$ cat src/rtl/phy_pkg.sv
// phy_pkg: constants and FSM encoding shared by the transmit and receive ends of the two-lane PHY link.
// No ports; provides the IDLE symbol, training length, FIFO depth, word/lane widths and the link FSM states.
package phy_pkg;
    localparam logic [7:0] IDLE_SYM_DEF    = 8'hBC;
    localparam int         TRAIN_BYTES_DEF = 4;
    localparam int         FIFO_DEPTH_DEF  = 2;
    localparam int         WORD_W          = 32;
    localparam int         LANE_W          = 16;
    typedef enum logic {TRAIN, ACTIVE} phy_state_e;
endpackage

$ cat src/rtl/phy_tx_lane_serializer_if.sv
// phy_tx_lane_serializer_if: word input handshake and serial lane outputs of the PHY transmitter.
// Signals: valid_in/Data_in/ready_out (word handshake), Data_out_1bit_0/1 (serial lanes),
// valid_out_1bit (data-bit strobe). Modport slave is the serializer, master is the word source/lane sink.
interface phy_tx_lane_serializer_if;
    import phy_pkg::*;
    logic              valid_in;
    logic [WORD_W-1:0] Data_in;
    logic              ready_out;
    logic              Data_out_1bit_0;
    logic              Data_out_1bit_1;
    logic              valid_out_1bit;
    modport master (
        output valid_in, Data_in,
        input  ready_out, Data_out_1bit_0, Data_out_1bit_1, valid_out_1bit
    );
    modport slave (
        input  valid_in, Data_in,
        output ready_out, Data_out_1bit_0, Data_out_1bit_1, valid_out_1bit
    );
endinterface

$ cat src/rtl/phy_word_fifo.sv
// phy_word_fifo: DEPTH x 32-bit word buffer with registered full/empty flags.
// Ports: clk_32f, reset (async active-low), push/din, pop/dout (head word, valid while !empty),
// full/empty (registered), full_nxt (full as it will be after this edge, for a registered ready).
// The caller must not push when full nor pop when empty.
module phy_word_fifo
    import phy_pkg::*;
#(
    parameter int DEPTH = FIFO_DEPTH_DEF
) (
    input  logic              clk_32f,
    input  logic              reset,
    input  logic              push,
    input  logic              pop,
    input  logic [WORD_W-1:0] din,
    output logic [WORD_W-1:0] dout,
    output logic              full,
    output logic              empty,
    output logic              full_nxt
);
    localparam int AW = $clog2(DEPTH);

    logic [WORD_W-1:0] mem_q [DEPTH];
    logic [AW-1:0]     wr_ptr_q, wr_ptr_d, rd_ptr_q, rd_ptr_d;
    logic [AW:0]       cnt_q, cnt_d;
    logic              full_q, empty_q, empty_d;

    always_comb begin
        wr_ptr_d = push ? wr_ptr_q + 1'b1 : wr_ptr_q;
        rd_ptr_d = pop ? rd_ptr_q + 1'b1 : rd_ptr_q;
        cnt_d    = cnt_q + (AW+1)'(push) - (AW+1)'(pop);
        full_nxt = cnt_d == (AW+1)'(DEPTH);
        empty_d  = cnt_d == '0;
    end

    always_ff @(posedge clk_32f or negedge reset) begin
        if (!reset) begin
            wr_ptr_q <= '0;
            rd_ptr_q <= '0;
            cnt_q    <= '0;
            full_q   <= 1'b0;
            empty_q  <= 1'b1;
        end else begin
            wr_ptr_q <= wr_ptr_d;
            rd_ptr_q <= rd_ptr_d;
            cnt_q    <= cnt_d;
            full_q   <= full_nxt;
            empty_q  <= empty_d;
        end
    end

    // Storage is not reset: contents are only ever read behind the empty flag.
    always_ff @(posedge clk_32f) begin
        if (push) mem_q[wr_ptr_q] <= din;
    end

    assign dout  = mem_q[rd_ptr_q];
    assign full  = full_q;
    assign empty = empty_q;
endmodule

$ cat src/rtl/phy_tx_lane_serializer.sv
// phy_tx_lane_serializer: buffers 32-bit words and serializes them MSB first over two 1-bit lanes
// (lane0 = [31:16], lane1 = [15:0]), one word per 16-cycle slot, with an IDLE training run after reset.
// Ports: clk_32f (bit clock), reset (async active-low), tx (slave modport: valid_in/Data_in/ready_out
// handshake, Data_out_1bit_0/1 serial lanes, valid_out_1bit data strobe).
module phy_tx_lane_serializer
    import phy_pkg::*;
#(
    parameter logic [7:0] IDLE_SYM    = IDLE_SYM_DEF,
    parameter int         TRAIN_BYTES = TRAIN_BYTES_DEF,
    parameter int         FIFO_DEPTH  = FIFO_DEPTH_DEF
) (
    input logic                      clk_32f,
    input logic                      reset,
    phy_tx_lane_serializer_if.slave  tx
);
    localparam logic [LANE_W-1:0] IDLE_PAIR = {IDLE_SYM, IDLE_SYM};

    phy_state_e        state_q, state_d;
    logic [3:0]        bit_cnt_q, bit_cnt_d;
    logic [7:0]        byte_cnt_q, byte_cnt_d;
    logic [LANE_W-1:0] sh0_q, sh0_d, sh1_q, sh1_d;
    logic              flag_q, flag_d;
    logic              lane0_q, lane0_d, lane1_q, lane1_d;
    logic              valid_q, valid_d;
    logic              ready_q, ready_d;

    logic              load, train_end, take, push, pop;
    logic [WORD_W-1:0] fifo_dout;
    logic              fifo_full, fifo_empty, fifo_full_nxt;

    phy_word_fifo #(.DEPTH(FIFO_DEPTH)) u_fifo (
        .clk_32f  (clk_32f),
        .reset    (reset),
        .push     (push),
        .pop      (pop),
        .din      (tx.Data_in),
        .dout     (fifo_dout),
        .full     (fifo_full),
        .empty    (fifo_empty),
        .full_nxt (fifo_full_nxt)
    );

    always_comb begin
        load       = bit_cnt_q == 4'd15;
        // The slot ending on this load edge completes training, so this load may already carry data.
        train_end  = state_q == TRAIN && load && int'(byte_cnt_q) + 2 >= TRAIN_BYTES;
        take       = load && (state_q == ACTIVE || train_end);
        // Registered empty: a word pushed on this same edge waits for the next slot.
        pop        = take && !fifo_empty;
        push       = tx.valid_in && ready_q && !fifo_full;
        state_d    = train_end ? ACTIVE : state_q;
        bit_cnt_d  = bit_cnt_q + 4'd1;
        byte_cnt_d = (state_q == TRAIN && load) ? byte_cnt_q + 8'd2 : byte_cnt_q;
        sh0_d      = !load ? {sh0_q[LANE_W-2:0], 1'b0} : pop ? fifo_dout[WORD_W-1:LANE_W] : IDLE_PAIR;
        sh1_d      = !load ? {sh1_q[LANE_W-2:0], 1'b0} : pop ? fifo_dout[LANE_W-1:0] : IDLE_PAIR;
        flag_d     = load ? pop : flag_q;
        // Output stage lags the shifter by one edge, so the strobe lags the slot flag likewise.
        lane0_d    = sh0_q[LANE_W-1];
        lane1_d    = sh1_q[LANE_W-1];
        valid_d    = flag_q;
        ready_d    = !fifo_full_nxt;
    end

    // Shifters reset to an IDLE pair so the training run starts on the first edge after release.
    always_ff @(posedge clk_32f or negedge reset) begin
        if (!reset) begin
            state_q    <= TRAIN;
            bit_cnt_q  <= '0;
            byte_cnt_q <= '0;
            sh0_q      <= IDLE_PAIR;
            sh1_q      <= IDLE_PAIR;
            flag_q     <= 1'b0;
            lane0_q    <= 1'b0;
            lane1_q    <= 1'b0;
            valid_q    <= 1'b0;
            ready_q    <= 1'b0;
        end else begin
            state_q    <= state_d;
            bit_cnt_q  <= bit_cnt_d;
            byte_cnt_q <= byte_cnt_d;
            sh0_q      <= sh0_d;
            sh1_q      <= sh1_d;
            flag_q     <= flag_d;
            lane0_q    <= lane0_d;
            lane1_q    <= lane1_d;
            valid_q    <= valid_d;
            ready_q    <= ready_d;
        end
    end

    assign tx.ready_out       = ready_q;
    assign tx.Data_out_1bit_0 = lane0_q;
    assign tx.Data_out_1bit_1 = lane1_q;
    assign tx.valid_out_1bit  = valid_q;
endmodule

$ cat src/flat_wrapper.sv
// flat-port wrapper written by rule: the top's interface ports become plain ports
module phy_tx_lane_serializer_flat import phy_pkg::*;
#(
    parameter logic [7:0] IDLE_SYM    = IDLE_SYM_DEF,
    parameter int         TRAIN_BYTES = TRAIN_BYTES_DEF,
    parameter int         FIFO_DEPTH  = FIFO_DEPTH_DEF
)
  (clk_32f, reset, tx_valid_in, tx_Data_in, tx_ready_out, tx_Data_out_1bit_0, tx_Data_out_1bit_1, tx_valid_out_1bit);
  phy_tx_lane_serializer_if tx_i ();
  input logic clk_32f;
  input logic reset;
  input wire logic [$bits(tx_i.valid_in)-1:0] tx_valid_in;
  input wire logic [$bits(tx_i.Data_in)-1:0] tx_Data_in;
  output wire logic [$bits(tx_i.ready_out)-1:0] tx_ready_out;
  output wire logic [$bits(tx_i.Data_out_1bit_0)-1:0] tx_Data_out_1bit_0;
  output wire logic [$bits(tx_i.Data_out_1bit_1)-1:0] tx_Data_out_1bit_1;
  output wire logic [$bits(tx_i.valid_out_1bit)-1:0] tx_valid_out_1bit;
  assign tx_i.valid_in = tx_valid_in;
  assign tx_i.Data_in = tx_Data_in;
  assign tx_ready_out = tx_i.ready_out;
  assign tx_Data_out_1bit_0 = tx_i.Data_out_1bit_0;
  assign tx_Data_out_1bit_1 = tx_i.Data_out_1bit_1;
  assign tx_valid_out_1bit = tx_i.valid_out_1bit;
  phy_tx_lane_serializer #(.IDLE_SYM(IDLE_SYM), .TRAIN_BYTES(TRAIN_BYTES), .FIFO_DEPTH(FIFO_DEPTH)) u_core (.clk_32f(clk_32f), .reset(reset), .tx(tx_i));
endmodule
$ cat config.mk
export PLATFORM = sky130hd
export DESIGN_NAME = phy_tx_lane_serializer_flat
export DESIGN_NICKNAME = d
export VERILOG_FILES = /design/src/rtl/phy_pkg.sv /design/src/rtl/phy_tx_lane_serializer_if.sv /design/src/rtl/phy_word_fifo.sv /design/src/rtl/phy_tx_lane_serializer.sv /design/src/flat_wrapper.sv
export SDC_FILE = /design/constraint.sdc
export NUM_CORES = 1
export LEC_CHECK = 0
export ABC_CLOCK_PERIOD_IN_PS = 2650
export BUFFER_PORTS_ARGS = -buffer_cell sky130_fd_sc_hd__buf_2
export CORE_ASPECT_RATIO = 0.5
export CORE_MARGIN = 10
export CORE_UTILIZATION = 53
export CTS_BUF_LIST = sky130_fd_sc_hd__clkbuf_16
export CTS_CLUSTER_SIZE = 16
export DETAILED_ROUTE_END_ITERATION = 7
export PLACE_DENSITY = 0.81
export SLEW_MARGIN = 25
export SYNTH_ARGS = -nofsm -noshare
export SYNTH_HDL_FRONTEND = slang
export SYNTH_SLANG_ARGS = --single-unit
$ cat constraint.sdc
create_clock -name clk_32f -period 2.65 [get_ports clk_32f]
set_input_delay 0 -clock clk_32f [delete_from_list [all_inputs] [get_ports clk_32f]]
set_output_delay 0 -clock clk_32f [all_outputs]
set_load 0.05 [all_outputs]
==> Flow_metrics.wiki <==
{| class="wikitable"
! Metric !! Value
|-
| Fin crit period || 2.59 ns
|-
| Arr. time, crit path || 2.88 ns
|-
| Total number of placement rows || 24
|-
| Share of synthesized area occupied by flip-flops and latches || 71.4%
|-
| Max-Slew Margin vs Limit || 30.2%
|-
| Final routed DRC violation total || 0
|-
| Final Hold Vio Count || 0
|-
| Via-per-instance ratio || 5.42
|-
| Antenna violations before repair || 0
|-
| Type of the setup path with the least slack || flop to flop
|-
| Flip-flop and latch count after synthesis || 119
|-
| Depth of the worst register-to-register path || 12
|-
| Maximum fanout along the worst path || 6
|-
| Routed WL per cell || 19.2 µm
|-
| Most area-consuming cells after synthesis || edfxtp_1 41%, dfrtp_1 18%, dfstp_2 12%, mux2i_1 6.9%, a31oi_1 2.3%
|-
| Worst setup path endpoint || u_core.tx.ready_out$_DFF_PN0_
|-
| Transition time at the pin with the least slew margin || 1.05 ns
|-
| Count of warnings emitted by yosys || 0
|-
| Total iterations of the first detailed-routing run || 5
|-
| Fin util || 69.2%
|-
| Final Skew || 0.0113 ns
|-
| Cell taking the most area after synthesis || edfxtp_1
|-
| Largest family of logic cells by synthesized area || compound AO/OA/AOI/OAI gates
|-
| Synthesized-area fraction occupied by adder cells || 1.34%
|-
| DR iter-0 viols || 180
|-
| Number of H-tree levels || 4
|-
| Min-delay worst type || input port to flop
|-
| Crit path launch type || flop
|-
| Share of post-route cells with drive strength above 1 || 33.2%
|-
| Remaining antenna violation count || 0
|-
| All-layer global routing usage || 15.3%
|-
| Worst voltage drop across the vdd grid || 765 µV
|-
| Clk pin slew, worst setup/hold paths || 0.05 ns
|-
| Endpoint class of the critical path || flop
|-
| Run status || finished, final reports clean
|-
| Largest net degree at the start of global routing || 37
|-
| Power density normalized to cell area || 1010 nW/µm²
|-
| Final Max Slew Viols || 0
|-
| Multiplexer share of the synthesized area || 6.88%
|-
| Share of synthesized flip-flops with an asynchronous set or reset || 46.2%
|-
| Core Box Area || 8620 µm²
|-
| Number of enable-type register cells in the synthesized netlist || 64
|-
| CTS tree || done
|-
| RR Endpoint || u_core.tx.ready_out$_DFF_PN0_
|-
| Detailed Place HPWL || 5470 µm
|-
| Worst r2r src || u_core.byte_cnt_q[1]$_DFFE_PN0P_
|-
| CP required || 2.94 ns
|-
| Setup slack on the worst flop-to-flop path || 0.06 ns
|-
| Upper clock frequency limit || 386 MHz
|-
| Post-synthesis instance area || 4660 µm²
|-
| Post-synth net total || 337
|-
| Placer's final routability congestion estimate || 0.813
|-
| Hold Crit Depth || 3
|-
| Max-cap violations || 0
|-
| Fillcell total || 506
|-
| Total overflow reported by the global router || 0
|-
| Die Area || 13200 µm²
|-
| Detailed-route via count || 2791
|-
| Filler-free cell count of the finished design || 515
|-
| Sinks on Clock Net || 119
|-
| Syn Area/Cell || 15.7 µm²
|-
| Overall die height || 86.3 µm
|-
| Most common library cells after synthesis || 64 x edfxtp_1, 34 x dfrtp_1, 32 x mux2i_1, 27 x nor2_1, 21 x dfstp_2
|-
| Die width || 153 µm
|-
| Synthesized-area fraction occupied by and/or/nand/nor cells || 6.82%
|-
| Compound-cell area share of the yosys netlist || 8.38%
|-
| Final Routed Wirelength || 9880 µm
|-
| Global-route wire length before repair || 15500 µm
|-
| Yosys cell types || 43
|-
| Most used flip-flop cell after synthesis || edfxtp_1
|-
| Worst setup path startpoint || u_core.byte_cnt_q[1]$_DFFE_PN0P_
|-
| Leakage power total || 2.40 nW
|-
| Root buffer cell || clkbuf_16
|-
| Net total in the final layout || 424
|-
| Area added between synthesis and finish || 28.0%
|-
| Cell with the most instances after synthesis || edfxtp_1
|-
| Number of global-route vias before repair || 2945
|-
| Number of placed instances, taps included || 443
|-
| Number of port buffers || 38
|-
| Area share of the largest cell type after synthesis || 41.3%
|-
| I/O pin count || 39
|-
| Share of the cycle needed by the critical path after routing || 97.7%
|-
| CTS Buf Count || 17
|-
| Fraction of synthesized cell area in xor and xnor cells || 2.44%
|-
| Clock insertion delay at the later pin of the skew report || 0.41 ns
|-
| Initial cell density of the core || 54.0%
|-
| Final setup vio count || 0
|-
| Worst-case clock buffer depth || 2
|-
| Cell count after synthesis || 297
|}
==> routing by layer <==
metal  wire [µm]  global-route usage [%]  vias to the layer above
met2        5160                    26.6                       90
met5           0                       0                        -
li1            -                       -                     1274
met1        4050                    16.3                     1409
met4         200                    7.14                        0
met3         470                    6.08                       18
==> layout make-up <==
| cell class | instances | area, µm² | area share, % |
|---|---|---|---|
| clock buffer | 17 | 425 | 7.14 |
| multi-input combinational | 155 | 1280 | 21.5 |
| clock inverter | 15 | 124 | 2.08 |
| timing repair buffer | 86 | 633 | 10.6 |
| tap | 117 | 146 | 2.46 |
| inverter | 5 | 18.8 | 0.315 |
| antenna | 1 | 2.50 | 0.0420 |
| sequential | 119 | 3330 | 55.9 |
==> power by group <==
| group | leakage, nW | internal [W] | switching, W |
|---|---|---|---|
| Combinational | 0.904 | 0.000476 | 0.000577 |
| Sequential | 1.21 | 0.00258 | 0.000294 |
| Clock | 0.284 | 0.00135 | 0.000762 |
==> sequential cells by signal (all words and copies together) (netlist names) <==
signal	flops
u_core.bit_cnt_q	4
u_core.u_fifo.full	1
u_core.byte_cnt_q	7
u_core.flag_q	1
u_core.state_q	1
u_core.tx.Data_out_1bit_0	1
u_core.tx.valid_out_1bit	1
u_core.sh0_q	16
u_core.u_fifo.empty	1
u_core.u_fifo.mem_q	64
u_core.u_fifo.wr_ptr_q	1
u_core.tx.ready_out	1
u_core.u_fifo.cnt_q	2
u_core.u_fifo.rd_ptr_q	1
u_core.sh1_q	16
u_core.tx.Data_out_1bit_1	1
==> stage by stage <==
stage / total power (W) / TNS, ns / setup slack [ns] / instance area, µm² / hold slack [ns]
final: 0.00604 / 0 / 0.0611 / 5960 / 0.0457
after global routing: 0.00630 / -0.0275 / -0.0275 / 5960 / 0.0604
after CTS: 0.00602 / 0 / 0.0214 / 5880 / 0.0357
after detailed placement: 0.00383 / -0.0437 / -0.0437 / 4980 / 0.0869
after global placement: 0.00375 / 0 / 0.155 / 4980 / 0.0824
after floorplan: 0.00352 / -0.0615 / -0.0615 / 4690 / -0.296
==> how the worst min path moves through the flow <==
stage           startpoint                                  to  slack [ns]
6_report       tx_valid_in  u_core.u_fifo.wr_ptr_q$_DFFE_PN0P_        0.05
5_1_grt        tx_valid_in  u_core.u_fifo.wr_ptr_q$_DFFE_PN0P_        0.06
4_1_cts        tx_valid_in  u_core.u_fifo.wr_ptr_q$_DFFE_PN0P_        0.04
3_5_place_dp         reset           u_core.sh1_q[1]$_DFF_PN0_        0.09
3_3_place_gp         reset       u_core.bit_cnt_q[1]$_DFF_PN0_        0.08
2_1_floorplan        reset       u_core.bit_cnt_q[0]$_DFF_PN0_       -0.30
==> what timing repair did <==
action / in CTS / in global routing
endpoints found under the setup margin: 1 / 1
setup buffers: 2 / 4
endpoints found under the hold margin: 86 / 0
hold buffers: 33 / 0
resized for setup: 1 / 8
pin swaps: 2 / 8
==> cells by family after synthesis <==
| family | after synthesis |
|---|---|
| buffers and inverters | 23 |
| AOI/OAI and AO/OA | 42 |
| and+or+nand+nor | 63 |
| muxes | 32 |
| adders and majority gates | 5 |
| xor gates and xnor gates | 13 |
| DFF | 119 |
==> worst max-delay path: stages (launching register included) <==
cell and delay [ns]:
dfrtp_2 0.46, buf_4 0.16, a311oi_2 0.35, a31o_4 0.19, o211a_4 0.17, nor2_1 0.04
ha_1 0.27, inv_2 0.05, ha_4 0.16, xnor2_2 0.13, xnor2_1 0.21, nor2b_2 0.20
inv_1 0.07
==> cell usage in the layout, fill, tap and decap left out, types with 2 or more instances in the layout <==
| cell | count |
|---|---|
| a31oi_1 | 17 |
| a31oi_2 | 3 |
| buf_2 | 38 |
| buf_4 | 15 |
| bufinv_16 | 2 |
| clkbuf_16 | 17 |
| clkinv_2 | 6 |
| clkinvlp_4 | 2 |
| dfrtp_1 | 30 |
| dfrtp_2 | 4 |
| dfstp_2 | 21 |
| dlygate4sd3_1 | 33 |
| edfxtp_1 | 64 |
| ha_1 | 3 |
| ha_4 | 2 |
| inv_1 | 8 |
| mux2i_1 | 32 |
| nand2_1 | 15 |
| nand2b_1 | 2 |
| nand3_1 | 5 |
| nand4_1 | 3 |
| nor2_1 | 25 |
| nor2_2 | 2 |
| nor3_1 | 4 |
| o31ai_1 | 4 |
| o31ai_2 | 5 |
| xnor2_1 | 7 |
| xnor2_2 | 2 |
| xor2_1 | 3 |
Note: power is estimated with default switching activity, not from simulation.
